## config.mk

```make
export PLATFORM = sky130hd
export DESIGN_NAME = gesture_window_scheduler_flat
export DESIGN_NICKNAME = d
export VERILOG_FILES = /design/src/rtl/gesture_window_scheduler_if.sv /design/src/rtl/gesture_window_scheduler.sv /design/src/flat_wrapper.sv
export SDC_FILE = /design/constraint.sdc
export NUM_CORES = 1
export LEC_CHECK = 0
export BUFFER_PORTS_ARGS = -buffer_cell sky130_fd_sc_hd__buf_2
export CAP_MARGIN = 20
export CORE_ASPECT_RATIO = 1.4
export CORE_UTILIZATION = 55
export CTS_BUF_LIST = sky130_fd_sc_hd__clkbuf_8 sky130_fd_sc_hd__clkbuf_16
export DETAILED_ROUTE_END_ITERATION = 16
export PLACE_DENSITY = 0.74
export RECOVER_POWER = 50
export SETUP_SLACK_MARGIN = 0.15
export SLEW_MARGIN = 20
export SYNTH_ARGS = -nofsm -noshare
export SYNTH_HDL_FRONTEND = slang
export SYNTH_SLANG_ARGS = --single-unit
```

## constraint.sdc

```tcl
create_clock -name clk -period 3.2 [get_ports clk]
set_input_delay 0.64 -clock clk [delete_from_list [all_inputs] [get_ports clk]]
set_output_delay 0.64 -clock clk [all_outputs]
set_load 0.05 [all_outputs]
```

## src/rtl/gesture_window_scheduler_if.sv

```systemverilog
// Control/status bundle between the gesture window scheduler and the
// event front end, accumulator, classifier and output persistence stage.
interface gesture_window_scheduler_if #(
  parameter int CNT_W = 16
);
  logic             enable;
  logic             event_valid;
  logic             class_valid;
  logic             gesture_valid;
  logic             acc_clear;
  logic             acc_hold;
  logic             class_start;
  logic             cooldown_active;
  logic             timeout_err;
  logic [CNT_W-1:0] event_count;
  logic [CNT_W-1:0] window_count;
  logic [1:0]       sched_state;

  modport master (
    output enable, event_valid, class_valid, gesture_valid,
    input  acc_clear, acc_hold, class_start, cooldown_active, timeout_err,
           event_count, window_count, sched_state
  );

  modport slave (
    input  enable, event_valid, class_valid, gesture_valid,
    output acc_clear, acc_hold, class_start, cooldown_active, timeout_err,
           event_count, window_count, sched_state
  );
endinterface

```

## src/rtl/gesture_window_scheduler.sv

```systemverilog
// Fixed-window scheduler for the gesture classifier: counts events per window,
// gates classification on activity, tracks timeouts and post-gesture cooldown.
module gesture_window_scheduler #(
  parameter int WINDOW_CYCLES    = 1000,
  parameter int MIN_EVENTS       = 8,
  parameter int CLASS_TIMEOUT    = 64,
  parameter int COOLDOWN_WINDOWS = 3,
  parameter int CNT_W            = 16
) (
  input  logic                       clk,
  input  logic                       rst,
  gesture_window_scheduler_if.slave  bus
);
  localparam int CYC_W = $clog2(WINDOW_CYCLES);
  localparam int TMO_W = $clog2(CLASS_TIMEOUT);
  localparam int CD_W  = (COOLDOWN_WINDOWS > 0) ? $clog2(COOLDOWN_WINDOWS + 1) : 1;

  localparam logic [CYC_W-1:0] CYC_LAST = CYC_W'(WINDOW_CYCLES - 1);
  localparam logic [TMO_W-1:0] TMO_LAST = TMO_W'(CLASS_TIMEOUT - 1);
  localparam logic [CD_W-1:0]  CD_LOAD  = CD_W'(COOLDOWN_WINDOWS);
  localparam logic [CNT_W:0]   MIN_EXT  = (CNT_W + 1)'(MIN_EVENTS);

  typedef enum logic [1:0] {
    IDLE     = 2'd0,
    ACCUM    = 2'd1,
    CLASSIFY = 2'd2
  } state_t;

  state_t            state_reg, state_next;
  logic [CYC_W-1:0]  cyc_reg, cyc_next;
  logic [TMO_W-1:0]  tmo_reg, tmo_next;
  logic [CD_W-1:0]   cooldown_reg, cooldown_next;
  logic [CNT_W-1:0]  event_count_reg, event_count_next;
  logic [CNT_W-1:0]  window_count_reg, window_count_next;
  logic              acc_clear_reg, acc_clear_next;
  logic              class_start_reg, class_start_next;
  logic              acc_hold_reg, acc_hold_next;
  logic              timeout_err_reg, timeout_err_next;
  logic              cooldown_active_reg;

  // Unsaturated sum keeps the threshold compare exact even when the count pins.
  logic [CNT_W:0]    ev_sum;
  logic [CNT_W-1:0]  ev_sat;

  always_comb begin
    ev_sum = {1'b0, event_count_reg} + (CNT_W + 1)'(bus.event_valid);
    ev_sat = ev_sum[CNT_W] ? '1 : ev_sum[CNT_W-1:0];

    state_next        = state_reg;
    cyc_next          = cyc_reg;
    tmo_next          = tmo_reg;
    cooldown_next     = cooldown_reg;
    event_count_next  = event_count_reg;
    window_count_next = window_count_reg;
    acc_clear_next    = 1'b0;
    class_start_next  = 1'b0;
    acc_hold_next     = acc_hold_reg;
    timeout_err_next  = timeout_err_reg;

    if (state_reg == IDLE) begin
      if (bus.enable) begin
        state_next       = ACCUM;
        cyc_next         = '0;
        event_count_next = '0;
        acc_clear_next   = 1'b1;
      end
    end else if (!bus.enable) begin
      state_next       = IDLE;
      acc_clear_next   = 1'b1;
      acc_hold_next    = 1'b0;
      cooldown_next    = '0;
      cyc_next         = '0;
      tmo_next         = '0;
      event_count_next = '0;
    end else if (state_reg == ACCUM) begin
      if (cyc_reg == CYC_LAST) begin
        window_count_next = window_count_reg + CNT_W'(1);
        cyc_next          = '0;
        if (cooldown_reg != '0) begin
          cooldown_next    = cooldown_reg - CD_W'(1);
          acc_clear_next   = 1'b1;
          event_count_next = '0;
        end else if (ev_sum < MIN_EXT) begin
          acc_clear_next   = 1'b1;
          event_count_next = '0;
        end else begin
          // The window's count stays visible to the classifier while it runs.
          class_start_next = 1'b1;
          acc_hold_next    = 1'b1;
          tmo_next         = '0;
          event_count_next = ev_sat;
          state_next       = CLASSIFY;
        end
      end else begin
        cyc_next         = cyc_reg + CYC_W'(1);
        event_count_next = ev_sat;
      end
      if (bus.gesture_valid) begin
        cooldown_next = CD_LOAD;
      end
    end else begin
      if (bus.class_valid || tmo_reg == TMO_LAST) begin
        timeout_err_next = timeout_err_reg | ~bus.class_valid;
        acc_clear_next   = 1'b1;
        acc_hold_next    = 1'b0;
        event_count_next = '0;
        cyc_next         = '0;
        state_next       = ACCUM;
      end else begin
        tmo_next = tmo_reg + TMO_W'(1);
      end
      if (bus.gesture_valid) begin
        cooldown_next = CD_LOAD;
      end
    end
  end

  always_ff @(posedge clk) begin
    if (rst) begin
      state_reg           <= IDLE;
      cyc_reg             <= '0;
      tmo_reg             <= '0;
      cooldown_reg        <= '0;
      event_count_reg     <= '0;
      window_count_reg    <= '0;
      acc_clear_reg       <= 1'b0;
      class_start_reg     <= 1'b0;
      acc_hold_reg        <= 1'b0;
      timeout_err_reg     <= 1'b0;
      cooldown_active_reg <= 1'b0;
    end else begin
      state_reg           <= state_next;
      cyc_reg             <= cyc_next;
      tmo_reg             <= tmo_next;
      cooldown_reg        <= cooldown_next;
      event_count_reg     <= event_count_next;
      window_count_reg    <= window_count_next;
      acc_clear_reg       <= acc_clear_next;
      class_start_reg     <= class_start_next;
      acc_hold_reg        <= acc_hold_next;
      timeout_err_reg     <= timeout_err_next;
      cooldown_active_reg <= (cooldown_next != '0);
    end
  end

  assign bus.acc_clear       = acc_clear_reg;
  assign bus.acc_hold        = acc_hold_reg;
  assign bus.class_start     = class_start_reg;
  assign bus.cooldown_active = cooldown_active_reg;
  assign bus.timeout_err     = timeout_err_reg;
  assign bus.event_count     = event_count_reg;
  assign bus.window_count    = window_count_reg;
  assign bus.sched_state     = state_reg;
endmodule

```

## src/flat_wrapper.sv

```systemverilog
// flat-port wrapper written by rule: the top's interface ports become plain ports
module gesture_window_scheduler_flat 
#(
  parameter int WINDOW_CYCLES    = 1000,
  parameter int MIN_EVENTS       = 8,
  parameter int CLASS_TIMEOUT    = 64,
  parameter int COOLDOWN_WINDOWS = 3,
  parameter int CNT_W            = 16
)
  (clk, rst, bus_enable, bus_event_valid, bus_class_valid, bus_gesture_valid, bus_acc_clear, bus_acc_hold, bus_class_start, bus_cooldown_active, bus_timeout_err, bus_event_count, bus_window_count, bus_sched_state);
  gesture_window_scheduler_if #(.CNT_W(CNT_W)) bus_i ();
  input  logic clk;
  input  logic rst;
  input wire logic [$bits(bus_i.enable)-1:0] bus_enable;
  input wire logic [$bits(bus_i.event_valid)-1:0] bus_event_valid;
  input wire logic [$bits(bus_i.class_valid)-1:0] bus_class_valid;
  input wire logic [$bits(bus_i.gesture_valid)-1:0] bus_gesture_valid;
  output wire logic [$bits(bus_i.acc_clear)-1:0] bus_acc_clear;
  output wire logic [$bits(bus_i.acc_hold)-1:0] bus_acc_hold;
  output wire logic [$bits(bus_i.class_start)-1:0] bus_class_start;
  output wire logic [$bits(bus_i.cooldown_active)-1:0] bus_cooldown_active;
  output wire logic [$bits(bus_i.timeout_err)-1:0] bus_timeout_err;
  output wire logic [$bits(bus_i.event_count)-1:0] bus_event_count;
  output wire logic [$bits(bus_i.window_count)-1:0] bus_window_count;
  output wire logic [$bits(bus_i.sched_state)-1:0] bus_sched_state;
  assign bus_i.enable = bus_enable;
  assign bus_i.event_valid = bus_event_valid;
  assign bus_i.class_valid = bus_class_valid;
  assign bus_i.gesture_valid = bus_gesture_valid;
  assign bus_acc_clear = bus_i.acc_clear;
  assign bus_acc_hold = bus_i.acc_hold;
  assign bus_class_start = bus_i.class_start;
  assign bus_cooldown_active = bus_i.cooldown_active;
  assign bus_timeout_err = bus_i.timeout_err;
  assign bus_event_count = bus_i.event_count;
  assign bus_window_count = bus_i.window_count;
  assign bus_sched_state = bus_i.sched_state;
  gesture_window_scheduler #(.WINDOW_CYCLES(WINDOW_CYCLES), .MIN_EVENTS(MIN_EVENTS), .CLASS_TIMEOUT(CLASS_TIMEOUT), .COOLDOWN_WINDOWS(COOLDOWN_WINDOWS), .CNT_W(CNT_W)) u_core (.clk(clk), .rst(rst), .bus(bus_i));
endmodule
```

==> metrics.log <==
INFO  metric stdcell_count = 492
INFO  metric via_count_of_the_routed_design = 2919
INFO  metric synth.lib_cells_used.distinct = 50
INFO  metric pin_count = 45
INFO  metric design.final.nets = 433
INFO  metric cts_inserted_buffers = 9
INFO  metric port_buffers = 44
INFO  metric fill_cell_total_of_the_finished_layout = 501
INFO  metric final.setup.tns = 0 ns
INFO  metric worst_skew_pair.late_latency = 0.34 ns
INFO  metric clk_path_buf_depth = 2
INFO  metric worst_ir_drop_vdd = 0.305 mV
INFO  metric cts_repair_resize_count = 0
INFO  metric crit_fanout = 15
INFO  metric die_h = 90.1 um
INFO  metric num_antenna_cells = 0
INFO  metric criticalPathCategory = reg2reg
INFO  metric fp.dieW = 65.0 um
INFO  metric r2r_slack = 0.45 ns
INFO  metric critPathArrivalTime = 3.00 ns
INFO  metric worst_hold_startpoint = u_core.bus.timeout_err
INFO  metric core.rowCount = 31
INFO  metric slew_violations = 35
INFO  metric ff2ff_path_depth = 7
INFO  metric syn_area_per_cell = 7.95 um^2
INFO  metric timing.final.crit_share = 0.861
INFO  metric post_synth_inst_count = 384
INFO  metric core_area = 5280 um^2
INFO  metric timing.rr.start = u_core.bus.event_count[6]
INFO  metric synth.cell_area = 3050 um^2
INFO  metric multi_input_area = 1770 um^2
INFO  metric grt_pass1_wl = 12300 um
INFO  metric synth_warnings = 0
INFO  metric worst_max_slew_pin_slew = 1.55 ns
INFO  metric regArea = 1140 um^2
INFO  metric synthArstFlopShare = 0
INFO  metric violated_checks = capacitance limit, slew limit
INFO  metric grt_setup_unrepaired = false
INFO  metric postSynth.topFlopCell = sky130_fd_sc_hd__dfxtp_1
INFO  metric timing.critical_path.to_type = flip-flop
INFO  metric timing.critical_path.from_type = flip-flop
INFO  metric final-setup-viol-count = 0
INFO  metric place_hpwl = 5020 um
INFO  metric grt_overflow_total = 0
INFO  metric remaining_drc_errors = 0
INFO  metric slew_headroom = -0.0361
INFO  metric post-route-min-period = 2.75 ns
INFO  metric netlist.top_cell.by_area = sky130_fd_sc_hd__dfxtp_1
INFO  metric h-tree-depth = 3
INFO  metric holdBufCountCts = 0
INFO  metric first_global_vias = 2700
INFO  metric fraction_of_final_layout_cells_sized_beyond_drive_strength_1 = 0.0892
INFO  metric max_cap_violations = 1
INFO  metric vias_per_cell = 5.93
INFO  metric synth_seq_cells = 57
INFO  metric cts.reportedPaths.clkPinSlew = 0.06 ns
INFO  metric finalHoldViolations = 0
INFO  metric cellLeakagePower = 1.20 nW
INFO  metric gr-usage-all-layers = 0.272
INFO  metric timing.fmax = 363 MHz
INFO  metric worst_hold_path_type = reg2reg
INFO  metric yosys-top-cells-count = sky130_fd_sc_hd__dfxtp_1, sky130_fd_sc_hd__nor2_1, sky130_fd_sc_hd__nand2_1
INFO  metric synth_edf_count = 0
INFO  metric ant_nets = 0
INFO  metric cts_tree = built
INFO  metric synthDominantCellAreaShare = 0.374
INFO  metric run_status = finished, violations left
INFO  metric final.setup.worst_slack = 0.446 ns
INFO  metric grt_max_degree = 35
INFO  metric cell_with_the_most_instances_after_synthesis = sky130_fd_sc_hd__dfxtp_1
INFO  metric synthesis.nets = 395
INFO  metric hold_end = u_core.bus.timeout_err
INFO  metric dp_slack = 0.128 ns
INFO  metric cell_count_post_placement = 477
INFO  metric cts_sinks = 57
INFO  metric routedWlPerCell = 14.8 um
INFO  metric detail_route.iter0.violations = 184
INFO  metric placement.cell_area = 3310 um^2
INFO  metric initial_antenna_violation_count = 0
INFO  metric cts_setup_buffers = 0
INFO  metric pwr_density_cell = 440 nW/um^2
INFO  metric synth_area_leaders = sky130_fd_sc_hd__dfxtp_1, sky130_fd_sc_hd__nor2_1, sky130_fd_sc_hd__nand3_1
INFO  metric clock_tree.root_cell = sky130_fd_sc_hd__clkbuf_8
INFO  metric largest_clock_skew_in_the_final_design = 0.00534 ns
INFO  metric floorplan.initialDensity = 0.579
INFO  metric area_growth_syn_to_layout = 13.3%
INFO  metric r2r-end = u_core.bus.event_count[12]
INFO  metric gp_congestion = 0.869
INFO  metric hold_depth = 2
INFO  metric wirelength = 7270 um
INFO  metric drt_pass_1_iters = 4
INFO  metric post-route-cell-area = 3460 um^2
INFO  metric design.die.area = 5850 um^2
INFO  metric required = 3.45 ns
INFO  metric sequential_share_of_the_synthesized_area = 0.374
-- placed cells by master, fill, tap and decap left out, types with 2 or more instances in the layout --
master                       n
sky130_fd_sc_hd__a31oi_1    12
sky130_fd_sc_hd__mux2i_1     2
sky130_fd_sc_hd__o21ai_1    13
sky130_fd_sc_hd__nor2b_1     2
sky130_fd_sc_hd__o21ai_0    12
sky130_fd_sc_hd__a311oi_2    4
sky130_fd_sc_hd__clkbuf_8   10
sky130_fd_sc_hd__or4_1       3
sky130_fd_sc_hd__o41ai_1     2
sky130_fd_sc_hd__nand3b_1    2
sky130_fd_sc_hd__xnor2_1     9
sky130_fd_sc_hd__inv_1       7
sky130_fd_sc_hd__nand3_1    29
sky130_fd_sc_hd__xor2_1     15
sky130_fd_sc_hd__bufinv_16   2
sky130_fd_sc_hd__nor2_1     55
sky130_fd_sc_hd__and3_1      8
sky130_fd_sc_hd__or2_2       3
sky130_fd_sc_hd__nor4_1      3
sky130_fd_sc_hd__a311oi_1    2
sky130_fd_sc_hd__or3_1       7
sky130_fd_sc_hd__a211oi_2    2
sky130_fd_sc_hd__nand4_1    17
sky130_fd_sc_hd__nand2_1    36
sky130_fd_sc_hd__ha_1        5
sky130_fd_sc_hd__nand2b_1    4
sky130_fd_sc_hd__buf_4       8
sky130_fd_sc_hd__clkbuf_1   41
sky130_fd_sc_hd__buf_2       4
sky130_fd_sc_hd__nor3_1      7
sky130_fd_sc_hd__a21oi_1    15
sky130_fd_sc_hd__dfxtp_1    57
sky130_fd_sc_hd__nor3b_1     3
sky130_fd_sc_hd__a211o_1     3
sky130_fd_sc_hd__o21a_1      3
sky130_fd_sc_hd__and4_1      4
-- final cells by class --
type / instances / area share
clock inverters: 5 / 0.0210
clock buffers: 10 / 0.0398
repair buffers: 53 / 0.0677
well taps: 66 / 0.0239
multi-input cells: 296 / 0.512
flip-flops and latches: 57 / 0.330
inverters: 5 / 0.00543
-- logic make-up (layout without fill, tap and decap cells) --
| group | after synthesis | count (layout) | share of synthesized area |
|---|---|---|---|
| simple gates | 189 | 189 | 0.313 |
| compound gates | 76 | 76 | 0.174 |
| flops | 57 | 57 | 0.374 |
| buf+inv | 31 | 73 | 0.0435 |
| xor+xnor | 24 | 24 | 0.0689 |
| fa+ha+maj | 5 | 5 | 0.0205 |
| mux | 2 | 2 | 0.00656 |
-- power by group --
group | total (mW) | internal, mW | leakage, nW | switching (mW)
logic | 0.0724 | 0.0203 | 0.620 | 0.0521
registers | 0.720 | 0.715 | 0.460 | 0.00485
clock network | 0.729 | 0.448 | 0.115 | 0.281
total | 1.52 | 1.18 | 1.20 | 0.338
-- metrics by stage --
| stage | power [mW] | utilization | hold slack (ns) |
|---|---|---|---|
| floorplan | 0.789 | - | 0.460 |
| finish | 1.52 | 0.656 | 0.467 |
| global placement | 0.808 | 0.627 | 0.444 |
| detailed placement | 0.809 | 0.627 | 0.455 |
| CTS | 1.53 | 0.667 | 0.472 |
| global route | 1.58 | 0.656 | 0.495 |
-- worst max-delay path by stage --
stage / to / slack [ns] / cells past startpoint / startpoint
global route: u_core.tmo_reg[5] / 0.24 / 10 / u_core.bus.event_count[0]
CTS: u_core.bus.event_count[1] / 0.48 / 7 / u_core.bus.event_count[6]
floorplan: u_core.tmo_reg[2] / 0.37 / 9 / bus_event_valid
finish: u_core.bus.event_count[12] / 0.45 / 7 / u_core.bus.event_count[6]
detailed placement: u_core.tmo_reg[4] / 0.13 / 10 / bus_event_valid
global placement: u_core.tmo_reg[2] / 0.20 / 10 / bus_event_valid
-- metal layers --
metal / vias to the layer above / share of wire / track usage
met3: 17 / 0.051 / 0.0838
met4: 0 / 0.020 / 0.113
met1: 1354 / 0.44 / 0.325
li1: 1460 / - / -
met2: 88 / 0.49 / 0.442
met5: - / 0 / 0
-- worst max-delay path, cell delays in order (launching register included) --
cell                       delay (ns)
sky130_fd_sc_hd__dfxtp_1         0.55
sky130_fd_sc_hd__nand3_2         0.18
sky130_fd_sc_hd__or4_1           0.66
sky130_fd_sc_hd__or3_1           0.41
sky130_fd_sc_hd__and3_4          0.17
sky130_fd_sc_hd__a21boi_4        0.37
sky130_fd_sc_hd__o21ai_1         0.12
sky130_fd_sc_hd__a31oi_1         0.18
(Power assumes the default switching activity.)
